**src/rtl/dataset_writer.sv**
```systemverilog
// rtl/dataset_writer.sv - 128x10 labelled-sample capture memory with load/full/clear FSM.
// Optional per-label histogram output enabled by DATASET_WRITER_HIST_EN.
module dataset_writer (
  input  logic        clk,
  input  logic        rst,
  input  logic        start,
  input  logic        finish,
  input  logic        clear,
  input  logic        sample_valid,
  input  logic [7:0]  sample_data,
  input  logic [1:0]  sample_label,
  output logic        sample_ready,
  input  logic [6:0]  rd_addr,
  output logic [9:0]  rd_data,
  output logic [7:0]  count,
  output logic        done,
  output logic [1:0]  state
`ifdef DATASET_WRITER_HIST_EN
  ,
  output logic [31:0] label_hist
`endif
);

  localparam logic [1:0] S_IDLE  = 2'b00;
  localparam logic [1:0] S_LOAD  = 2'b01;
  localparam logic [1:0] S_FULL  = 2'b10;
  localparam logic [1:0] S_CLEAR = 2'b11;

  logic [1:0] state_q, state_d;
  logic [7:0] count_q, count_d;
  logic [6:0] sweep_q, sweep_d;

  logic [9:0] mem [0:127];
  logic       wr_en;
  logic [6:0] wr_addr;
  logic [9:0] wr_data;
  logic       accept;
  logic       hist_clr;

  assign sample_ready = (state_q == S_LOAD) && !count_q[7];
  assign done         = (state_q == S_FULL);
  assign state        = state_q;
  assign count        = count_q;
  assign rd_data      = mem[rd_addr];

  always_comb begin
    state_d  = state_q;
    count_d  = count_q;
    sweep_d  = sweep_q;
    wr_en    = 1'b0;
    wr_addr  = count_q[6:0];
    wr_data  = {sample_label, sample_data};
    accept   = 1'b0;
    hist_clr = 1'b0;
    case (state_q)
      S_IDLE, S_FULL: begin
        if (clear) begin
          state_d  = S_CLEAR;
          sweep_d  = 7'd0;
          hist_clr = 1'b1;
        end else if (start) begin
          state_d  = S_LOAD;
          count_d  = 8'd0;
          hist_clr = 1'b1;
        end
      end
      S_LOAD: begin
        // An abort takes priority over any sample offered on the same edge.
        if (clear) begin
          state_d  = S_CLEAR;
          sweep_d  = 7'd0;
          hist_clr = 1'b1;
        end else begin
          if (sample_valid && sample_ready) begin
            accept  = 1'b1;
            wr_en   = 1'b1;
            count_d = count_q + 8'd1;
          end
          if (finish || (accept && (count_q == 8'd127))) begin
            state_d = S_FULL;
          end
        end
      end
      S_CLEAR: begin
        wr_en   = 1'b1;
        wr_addr = sweep_q;
        wr_data = 10'h000;
        sweep_d = sweep_q + 7'd1;
        if (sweep_q == 7'd127) begin
          state_d = S_IDLE;
          count_d = 8'd0;
        end
      end
      default: state_d = S_IDLE;
    endcase
  end

  always_ff @(posedge clk or negedge rst) begin
    if (!rst) begin
      state_q <= S_IDLE;
      count_q <= 8'd0;
      sweep_q <= 7'd0;
    end else begin
      state_q <= state_d;
      count_q <= count_d;
      sweep_q <= sweep_d;
    end
  end

  // Storage is deliberately outside the reset domain so contents survive a reset.
  always_ff @(posedge clk) begin
    if (wr_en) begin
      mem[wr_addr] <= wr_data;
    end
  end

`ifdef DATASET_WRITER_HIST_EN
  logic [3:0][7:0] hist_q, hist_d;

  always_comb begin
    hist_d = hist_q;
    if (hist_clr) begin
      hist_d = '0;
    end else if (accept) begin
      hist_d[sample_label] = hist_q[sample_label] + 8'd1;
    end
  end

  always_ff @(posedge clk or negedge rst) begin
    if (!rst) begin
      hist_q <= '0;
    end else begin
      hist_q <= hist_d;
    end
  end

  assign label_hist = hist_q;
`else
  logic unused_hist;
  assign unused_hist = accept ^ hist_clr;
`endif

endmodule

```
**config.mk**
```make
export PLATFORM = sky130hd
export DESIGN_NAME = dataset_writer
export DESIGN_NICKNAME = d
export VERILOG_FILES = /design/src/rtl/dataset_writer.sv
export SDC_FILE = /design/constraint.sdc
export NUM_CORES = 1
export LEC_CHECK = 0
export ABC_CLOCK_PERIOD_IN_PS = 3700
export CAP_MARGIN = 10
export CORE_MARGIN = 8
export CORE_UTILIZATION = 50
export CTS_BUF_LIST = sky130_fd_sc_hd__clkbuf_4 sky130_fd_sc_hd__clkbuf_8 sky130_fd_sc_hd__clkbuf_16
export DETAILED_ROUTE_END_ITERATION = 12
export PLACE_DENSITY = 0.7
export SYNTH_ARGS = -nofsm -noshare
export SYNTH_HDL_FRONTEND = slang
export SYNTH_SLANG_ARGS = --single-unit
```
**constraint.sdc**
```tcl
create_clock -name clk -period 3.7 [get_ports clk]
set_input_delay 0.74 -clock clk [delete_from_list [all_inputs] [get_ports clk]]
set_output_delay 0.74 -clock clk [all_outputs]
set_load 0.03 [all_outputs]
```
== Yosys cells after proc, flatten, opt, wreduce, memory -nomap -nowiden ==
Memories as Yosys holds them, arrays and structs flattened.
Cells that the tools add are included.
Storage, ports and cells
  word-level logic and storage cells: 52
  memories kept: 1
  RAM bits: 1280
  register bits: 17
  output and inout port bits: 22
Operators by class
  $add $sub $neg: 2
  reduce and logical (&&, ||, !) cells: 10
  muxes and demuxes: 23
  eq/ne operators: 13
Memory list
  mem: words 128, bits a word 10, rd ports 1, clocked after Yosys merged registers in 0, write ports 1, line 33  | logic [9:0] mem [0:127];
Operators by type and width (number)
  8-bit 2-to-1 mux: 5
  8-bit case mux with 3 select lines: 1
  7-bit 2-to-1 mux: 2
  7-bit case mux with 2 select lines: 1
  10-bit 2-to-1 mux: 1
  2-bit 2-to-1 mux: 5
  8-bit by 1-bit adder with 8-bit output, second input constant: 1
  8-bit by 7-bit == test with 1-bit output, second input constant: 1
  2-bit != test, second input constant: 4
  7-bit by 1-bit adder with 7-bit output, second input constant: 1
  7-bit == test, second input constant: 1
  1-bit 2-to-1 mux: 6
  2-bit case mux with 3 select lines: 1
  5-bit AND reduction: 1
  2-bit == test, second input constant: 2
  2-bit by 1-bit != test with 1-bit output, second input constant: 2
  1-bit logical AND: 3
  3-bit by 2-bit != test with 1-bit output, second input constant: 1
  3-bit != test, second input constant: 1
  3-bit AND reduction: 1
  3-bit OR reduction: 1
  2-bit by 1-bit == test with 1-bit output, second input constant: 1
  2-bit logical NOT: 1
  1-bit case mux with 2 select lines: 1
  other kinds (3): 3

== Depth between registers and ports, before layout ==
  word-level depth: 11
  gate-level depth with buffers: 9

== Least setup slack after synthesis ==
Ideal clock, no wire load.
  kind: input-to-output
  start point: input port rd_addr[0]
  end point: output port rd_data[0]
  slack: -0.246 ns
  cell stages on the path: 6
  arrival time: 3.206 ns
  cells stage by stage: clkbuf_1 -> clkbuf_1 -> mux4_2 -> mux4_2 -> mux4_2 -> mux2_2
On the way
  cells in the longest elaborated chain, start to end: 1
Ends and longest elaborated chain
  start, declared: line 13  | input logic [6:0] rd_addr,
  memory 128 x 10 bit
  end, declared: line 14  | output logic [9:0] rd_data,
Every way passes these cells.

== Worst setup path in the final report ==
  start point: input port rd_addr[0]
  end point: output port rd_data[6]
The elaborated chain is that of the path after synthesis.

==> flow_summary.toml <==
[outcome]
outcome = "finished with violations"
violations = "setup timing"

[power]
switchingPower_mw = 8.28
clkPwrFrac_pct = 36.2
p_per_area_nw_per_um2 = 577
swShare_pct = 24.2
p_leak_nw = 19.2
intPower_mw = 26.0
combPwrFrac_pct = 12.3
p_total_mw = 34.2
irDropWorstVdd_uv = 537
pwr-share-seq_pct = 51.4

[grt]
grt_usage_pct = 21.9
grt_overflow = 0
antenna_found_initial = 6
grt_pass1_wl_um = 176000
grt_max_degree = 129
first_global_vias = 24600

[worst_setup_path]
start_kind = "input port"
cp_max_fo = 6
crit_chain = "buf_16 > buf_16 > buf_12 > buf_12 > mux4_2 > mux4_2 > mux4_2 > mux2_4 > buf_6"
critPathMaxStageDelay_ps = 560
cp_slowest_cell = "mux4_2"
crit_path_frequent_cell = "mux4_2"
crit_type = "in -> out"
cp-end-kind = "primary output"
cp.arrival_ps = 3430
cp.required_ps = 2960

[routing]
dr.pass1.iters = 6
routed-via-count = 24400
routedWlPerCell_um = 31.3
vias_per_cell = 6.25
drtIter0Drc = 3078
drc_errors = 0
totalWireLength_um = 122000
ant_nets = 0

[floorplanning]
rows = 116
start_util_pct = 50.3
die_area_sq_um = 111000
coreArea_sq_um = 99900
dieWidth_um = 333
ioPinCount = 45
die_h_um = 333

[placement]
hpwlAfterDp_um = 76600
gp_congestion = 0.845
portBuffers = 44
place_inst = 3646

[sta]
rsz0062_at_grt = "true"
hold_ws_ps = 497
hold_viol = 0
max_freq_mhz = 240
skew_ps = 28.6
fin_crit_ps = 4170
setup_viol = 10
worstMarginPinSlew_ps = 881
relSlewSlack_pct = 41.3
slew_violations = 0
tns_ps = -4440
setup_ws_ps = -472
fin_crit_sh_pct = 113

[layout]
nFillCells = 6767
final_util_pct = 59.4
final_nets = 2532
syn2layout_area_growth_pct = 18.1
drive_above_1_share_pct = 37.9
fin_cells = 3904

[synth]
yosys_register_bits = 1297
synth_flop_cell = "edfxtp_1"
yosysUniqueCellTypes = 37
synth_area_sq_um = 50200
synth_edf_count = 1280
netlist_instances = 2123
syn_nets = 2148
async_reset_ff_share_pct = 1.31
yosysWarnings = 0
post_synth.cell_area_avg_sq_um = 23.7
ys_seq_area_share_pct = 77.3

[clock_tree]
h-tree-depth = 3
cts_tree = "built"
cts_sinks = 1297
numCtsBuffers = 121
clk_pin_slew_ps = 60
clock_latency_ps = 690
cts_root_buf = "clkbuf_16"
cts_buffer_depth = 3

[worst_hold_path]
hp-class = "in -> async"

[run]
maxCapViolations = 0
## kinds of logic after synthesis
group / count (synthesis) / share of synthesized area, %
xor gates and xnor gates: 1 / 0.0174
adders and majority gates: 2 / 0.0498
muxes: 431 / 19.1
buffers and inverters: 121 / 1.03
DFF: 1297 / 77.3
AOI/OAI and AO/OA: 45 / 0.558
and+or+nand+nor: 226 / 1.93
## cells in the mapped netlist (2+ instances only)
cell	count	area, sq um
mux4_2	420	9460
o31ai_1	7	52.6
nand2_1	38	143
or3_1	6	37.5
nand3_1	10	50.1
buf_1	10	37.5
mux2_2	11	124
buf_2	25	125
nand4_1	4	25.0
o21ai_0	21	105
nand3b_1	7	52.6
nand2b_1	4	25.0
a22o_1	2	17.5
and2_1	10	62.6
edfxtp_1	1280	38400
ha_1	2	25.0
a31o_2	3	26.3
buf_4	8	60.1
nor2_1	138	518
clkbuf_1	74	278
inv_1	4	15.0
dfrtp_1	17	425
a31oi_1	2	12.5
nor3_1	3	15.0
a21oi_1	5	25.0
## power by group through the flow
stage	registers (mW)	clock network (mW)	logic (mW)
global route	17.6	13.1	4.43
CTS	17.6	12.6	4.21
finish	17.6	12.4	4.22
floorplan	18.1	0	1.96
detailed placement	17.9	0	4.13
global placement	17.9	0	3.96
## through the flow
| stage | instance area (sq um) | setup WS, ps |
|---|---|---|
| after floorplan | 50500 | 0.236 |
| after global placement | 54700 | -619 |
| after detailed placement | 54700 | -642 |
| after CTS | 59200 | -452 |
| after global routing | 59300 | -488 |
| final | 59300 | -472 |
## critical path: cells and delay by family
family | cells | cell delay, ps
mux | 4 | 1950
buf+inv | 5 | 720
## per-layer routing
| layer | wire, um | global-route usage (%) |
|---|---|---|
| met4 | 3400 | 6.18 |
| met3 | 15100 | 7.42 |
| met2 | 57000 | 33.7 |
| met1 | 46500 | 30.1 |
| met5 | 27 | 0 |
## state kept, by name (all words and copies together), names as in the netlist
| signal | cells |
|---|---|
| count | 8 |
| mem | 1280 |
| state | 2 |
| sweep_q | 7 |
## layout by cell type (no fill, tap or decap), drive strengths merged, types with 2 or more instances in the layout
cell and instances:
o31ai 7, o21ai 21, and2 11, clkinvlp 5
clkdlybuf4s50 30, a21oi 5, edfxtp 1280, nand2b 4
buf 347, ha 2, clkbuf 152, nand3 10
bufinv 13, or3 6, nand4 4, nand2 38
dfrtp 17, clkinv 50, a22o 2, diode 2
mux4 420, nand3b 7, a31o 3, a31oi 2
nor2 138, inv 5, nor3 3, mux2 11
## layout make-up
cell class	instances	area, sq um	share of cell area (%)
multi-input cells	705	10900	18.4
flip-flops and latches	1297	38900	65.5
repair buffers	378	3930	6.61
diodes	2	5.00	0.00843
clock inverters	69	673	1.13
well taps	1298	1620	2.74
clock buffers	151	3310	5.57
inverters	4	15.0	0.0253
## timing repair
action	CTS	global route
setup endpoints to repair	10	10
resized for setup	39	5
setup buffers	20	10
hold buffers	0	0
gates cloned	5	1
## path summary, 6_finish.rpt
path / from / end / slack (ps) / cells after the start
max in group asynchronous: rst / state[0] / 2720 / 1
worst min register to register: count[7] / count[7] / 570 / 1
worst max-delay path: rd_addr[0] / rd_data[6] / -470 / 9
worst max register to register: state[0] / mem[103][5] / 760 / 5
min in group clk: count[7] / count[7] / 570 / 1
worst min-delay path: rst / sweep_q[4] / 500 / 1
No activity file was read; power rests on OpenSTA's default activity.
